**config.mk**
```make
export PLATFORM = sky130hd
export DESIGN_NAME = mic1_register_file
export DESIGN_NICKNAME = d
export VERILOG_FILES = /design/src/rtl/mic1_register_file.sv
export SDC_FILE = /design/constraint.sdc
export NUM_CORES = 1
export LEC_CHECK = 0
export CORE_UTILIZATION = 45
export CTS_CLUSTER_SIZE = 8
export DETAILED_ROUTE_END_ITERATION = 8
export GPL_TIMING_DRIVEN = 0
export HOLD_SLACK_MARGIN = 0.03
export PLACE_DENSITY = 0.67
export RECOVER_POWER = 25
export SLEW_MARGIN = 20
export SYNTH_ARGS = -nofsm -noshare
export SYNTH_HDL_FRONTEND = slang
export SYNTH_SLANG_ARGS = --single-unit
```
**constraint.sdc**
```tcl
create_clock -name clk -period 9.1 [get_ports clk]
set_input_delay 1.82 -clock clk [delete_from_list [all_inputs] [get_ports clk]]
set_output_delay 1.82 -clock clk [all_outputs]
set_load 0.05 [all_outputs]
```
**src/rtl/mic1_register_file.sv**
```systemverilog
// Mic-1 sixteen-entry register file: one-hot A/B/C selects, A/B output latches,
// hardwired constant registers and registered select/read-only error pulses.
module mic1_register_file #(
    parameter int                DATA_W  = 16,
    parameter logic [DATA_W-1:0] SP_INIT = 16'h0F80
) (
    input  logic              clk,
    input  logic              rst,
    input  logic [15:0]       a_sel,
    input  logic [15:0]       b_sel,
    input  logic [15:0]       c_sel,
    input  logic              enc,
    input  logic              latch_en,
    input  logic [DATA_W-1:0] c_bus,
    output logic [DATA_W-1:0] a_bus,
    output logic [DATA_W-1:0] b_bus,
    output logic [DATA_W-1:0] pc_out,
    output logic [DATA_W-1:0] ac_out,
    output logic              sel_err,
    output logic              ro_err
);

    localparam int NUM_GPR = 11;

    // Eleven writable slots: indices 0-4 map to slots 0-4, indices 10-15 to slots 5-10.
    logic [DATA_W-1:0] gpr_q [NUM_GPR];
    logic [DATA_W-1:0] gpr_d [NUM_GPR];
    logic [DATA_W-1:0] a_bus_q, a_bus_d;
    logic [DATA_W-1:0] b_bus_q, b_bus_d;
    logic              sel_err_q, sel_err_d;
    logic              ro_err_q, ro_err_d;

    logic [DATA_W-1:0] rf_view [16];
    logic [3:0]        a_idx, b_idx, c_idx;
    logic              a_ok, b_ok, c_ok;

    function automatic logic [3:0] sel_index(input logic [15:0] sel);
        logic [3:0] idx;
        idx = 4'd0;
        for (int i = 0; i < 16; i++) begin
            if (sel[i]) idx = 4'(i);
        end
        return idx;
    endfunction

    function automatic logic is_const(input logic [3:0] idx);
        return (idx >= 4'd5) && (idx <= 4'd9);
    endfunction

    function automatic logic [3:0] slot_of(input logic [3:0] idx);
        return (idx >= 4'd10) ? idx - 4'd5 : idx;
    endfunction

    always_comb begin
        a_ok  = $onehot(a_sel);
        b_ok  = $onehot(b_sel);
        c_ok  = $onehot(c_sel);
        a_idx = sel_index(a_sel);
        b_idx = sel_index(b_sel);
        c_idx = sel_index(c_sel);
    end

    // Architectural view: constants are plain wiring, never storage.
    always_comb begin
        for (int i = 0; i < 16; i++) begin
            rf_view[i] = '0;
        end
        for (int i = 0; i < 5; i++) begin
            rf_view[i] = gpr_q[i];
        end
        rf_view[5] = '0;
        rf_view[6] = DATA_W'(1);
        rf_view[7] = {DATA_W{1'b1}};
        rf_view[8] = DATA_W'(16'h0FFF);
        rf_view[9] = DATA_W'(16'h00FF);
        for (int i = 10; i < 16; i++) begin
            rf_view[i] = gpr_q[i - 5];
        end
    end

    // Latches read rf_view (pre-write), so a same-cycle write is never bypassed.
    always_comb begin
        a_bus_d   = a_bus_q;
        b_bus_d   = b_bus_q;
        sel_err_d = 1'b0;
        ro_err_d  = 1'b0;
        for (int i = 0; i < NUM_GPR; i++) begin
            gpr_d[i] = gpr_q[i];
        end

        if (latch_en) begin
            a_bus_d = a_ok ? rf_view[a_idx] : '0;
            b_bus_d = b_ok ? rf_view[b_idx] : '0;
            if (!a_ok || !b_ok) sel_err_d = 1'b1;
        end

        if (enc) begin
            if (!c_ok) begin
                sel_err_d = 1'b1;
            end else if (is_const(c_idx)) begin
                ro_err_d = 1'b1;
            end else begin
                gpr_d[slot_of(c_idx)] = c_bus;
            end
        end
    end

    always_ff @(posedge clk) begin
        if (rst) begin
            for (int i = 0; i < NUM_GPR; i++) begin
                gpr_q[i] <= (i == 2) ? SP_INIT : '0;
            end
            a_bus_q   <= '0;
            b_bus_q   <= '0;
            sel_err_q <= 1'b0;
            ro_err_q  <= 1'b0;
        end else begin
            for (int i = 0; i < NUM_GPR; i++) begin
                gpr_q[i] <= gpr_d[i];
            end
            a_bus_q   <= a_bus_d;
            b_bus_q   <= b_bus_d;
            sel_err_q <= sel_err_d;
            ro_err_q  <= ro_err_d;
        end
    end

    assign a_bus   = a_bus_q;
    assign b_bus   = b_bus_q;
    assign pc_out  = gpr_q[0];
    assign ac_out  = gpr_q[1];
    assign sel_err = sel_err_q;
    assign ro_err  = ro_err_q;

endmodule

```
==> summary.txt <==
Min path
  – Hold crit path type: flop to flop
  – HP Start: a_bus[1]
  – WHS Path Cells: 2
  – Hold path endpoint: a_bus[1]

CTS
  – Max Buffers Root-to-Sink: 3
  – CTS tree: yes
  – Clk_lat worst skew: approximately 0.56 ns
  – Clock Pin Slew Worst Setup and Hold Paths: about 0.06 ns
  – Setup bufs post-CTS: 0
  – Clock Sinks: 210
  – Clk root buf: clkbuf_16
  – Num CTS Buffers: 30
  – PostCTS Resize Cnt: 0
  – CTS Hold Bufs: 0
  – Htree depth: 1

Logic synthesis
  – Synth async-reset ratio: 0%
  – Ys flop type: dfxtp_1
  – Post-synth EDFFs: 0
  – Synth area leaders: dfxtp_1 (32%), mux2i_1 (15%), nand2_1 (7.7%)
  – Most common cell in the netlist: nand2_1
  – Register area share after synthesis: 32.0%
  – Cell taking the most area after synthesis: dfxtp_1
  – Seq cells post-synth: 210
  – Synth top area share: 32.0%
  – Most common library cells after synthesis: nand2_1 (268), dfxtp_1 (210), mux2i_1 (197)
  – Syn avg cell area: between 8 and 9 sq um
  – Yosys cell types: 75
  – Ys Warns: 0
  – Synthesized Nets: 1683
  – Mapped Cells: between 1500 and 2000
  – Synthesized area: 13100 sq um

Timing
  – Final hold violation count: 0
  – Least-Margin Pin Slew: 1.18 ns
  – PnR worst setup slack: 0.931 ns
  – Fmax: roughly 120 MHz
  – Max-slew headroom: between 20% and 30%
  – Fin crit share: between 80% and 90%
  – Worst Skew: just over 0.01 ns
  – Minimum clock period: 8.17 ns
  – Setup TNS: 0 ns
  – Setup repair after global routing missed its margin: no
  – Final Setup Violations: 0
  – Slew Limit Fails: 0

Routing
  – Iter 0 DRT Violations: 1559
  – Detailed Route WL: 58900 um
  – Final ANT Viol Nets: 0
  – Via count: 13300
  – Drt wl/cell: 27.9 um
  – Via density: 6.29
  – Drt pass-1 iters: 5
  – Remaining DRCs: 0

Critical path
  – R2R Path Start: gpr_q[0][121]
  – Critical path launch point type: input port
  – CP Launch Point: a_sel[5]
  – Worst-path fanout max: 7
  – End of the worst register-to-register path: b_bus[9]
  – WP data arrival: a little under 9 ns
  – Worst Reg-to-Reg Cells: 4
  – Critical path type: input port to flop
  – Crit end category: flop
  – FF-to-FF setup slack: around 7.3 ns
  – WP data required: between 9 and 10 ns

Place
  – Final HPWL DP: 43800 um
  – Port Buf Inserts: 126
  – Placed cells: 2082
  – Dpl cell area: 14900 sq um
  – Pre-CTS setup slack: 0.658 ns
  – Routability cong.: 1.08

Floorplan
  – Overall die width: 173 um
  – Die Y-Extent: 173 um
  – Row Count: 62
  – Core ar.: around 29000 sq um
  – Top Ports: 134
  – Initial core utilization: 45.7%
  – Die area: 29900 sq um

Global route
  – GRT Util Overall: between 30 and 40%
  – Largest net degree at the start of global routing: 15
  – Vias in the first global route: 12700
  – Initial antenna violation count: 1
  – GRT Residual Overflow: 0
  – First-pass GRT wire length: ~85000 um

Pwr
  – VDD IR max: 134 uV
  – Leakage: 0.00619 uW
  – Pwr per Cell Area: approximately 160 nW/um^2

Finish
  – Final instance area: 15700 sq um
  – Fillers: 2712
  – Layout cells sized above 1: 9.24%
  – Non-Filler Instances: 2115
  – Final Core Density: 54.6%
  – Layout Nets: 1843
  – Area Growth Syn to Fin: 19.4%
  – N_diodes: 0

Run
  – Max-cap viol count: 0

Outcome
  – Status: finished, final reports clean
## worst max path at each step
stage	slack (ns)	cells past startpoint	to
floorplan	2.58	18	gpr_q[0][134]
global placement	0.68	17	a_bus[5]
detailed placement	0.66	17	a_bus[5]
CTS	1.19	17	a_bus[5]
global route	0.86	17	a_bus[5]
finish	0.93	17	a_bus[5]
## report_power, final
part	internal, uW	total [uW]	switching (uW)
logic	201	610	409
clock network	590	1000	411
registers	934	945	11.7
total	1730	2560	832
## critical path, stage by stage
cell	delay, ns
dlygate4sd3_1	0.63
inv_1	0.11
fa_1	0.53
inv_1	0.05
fa_1	0.46
fa_1	0.53
inv_1	0.05
fa_1	0.47
inv_1	0.04
ha_1	0.20
fa_1	0.43
nor4b_1	1.00
nand3_1	0.50
nor2_1	0.71
nand2_1	0.43
o32a_1	0.51
o21ai_0	0.16
## sequential cells by signal, indices dropped and copies added (netlist names)
signal   count
gpr_q      176
a_bus       16
b_bus       16
ro_err       1
sel_err      1
## routing by layer
layer / vias to the layer above / track usage (%) / share of wire [%]
met5: - / 0 / 0
met4: 0 / 24.6 / 7.3
met3: 218 / 6.86 / 9.8
met2: 853 / 60.5 / 44
met1: 6390 / 49.5 / 39
li1: 5844 / - / -
## layout make-up
type                       instances  area [sq um]  share of cell area, %
sequential                       210          4200                   26.8
buffer                           131           696                   4.44
tap                              384           480                   3.06
multi-input combinational       1157          7960                   50.8
timing repair buffer             128          1280                   8.17
clock buffer                      32           779                   4.97
clock inverter                     1          7.51                 0.0479
inverter                          72           270                   1.72
## stage by stage
| step | hold slack, ns | power (uW) |
|---|---|---|
| after detailed placement | 0.448 | 1560 |
| after CTS | 0.460 | 2540 |
| final | 0.454 | 2560 |
| after floorplan | 0.441 | 1320 |
| after global routing | 0.492 | 2640 |
| after global placement | 0.443 | 1550 |
## cell families after synthesis
logic type | count (synthesis) | synth area share, %
AND/OR/NAND/NOR | 519 | 17.1
AO/OA/AOI/OAI | 350 | 18.6
multiplexers | 243 | 19.0
flip-flops | 210 | 32.0
buffers and inverters | 203 | 7.34
adder cells (fa/ha/maj) | 45 | 6.00
## placed cells by master, fill, tap and decap left out, drive strengths merged, types with 5 or more instances in the layout
cell,instances
nor2b,7
or4,6
a211oi,34
nand3,11
a221oi,14
o2111ai,5
o211ai,8
inv,71
clkdlybuf4s50,59
nor4,14
nor2,146
mux2i,197
and3,11
a31oi,17
ha,15
o32a,9
o22ai,6
dfxtp,210
clkbuf,90
nand2b,9
a2bb2oi,6
buf,75
fa,30
mux2,46
a2111oi,12
nand2,268
a21o,6
nor3,23
o31ai,15
dlygate4sd3,67
nor3b,8
a21oi,113
o21ai,63
No activity file was read; power rests on OpenSTA's default activity.
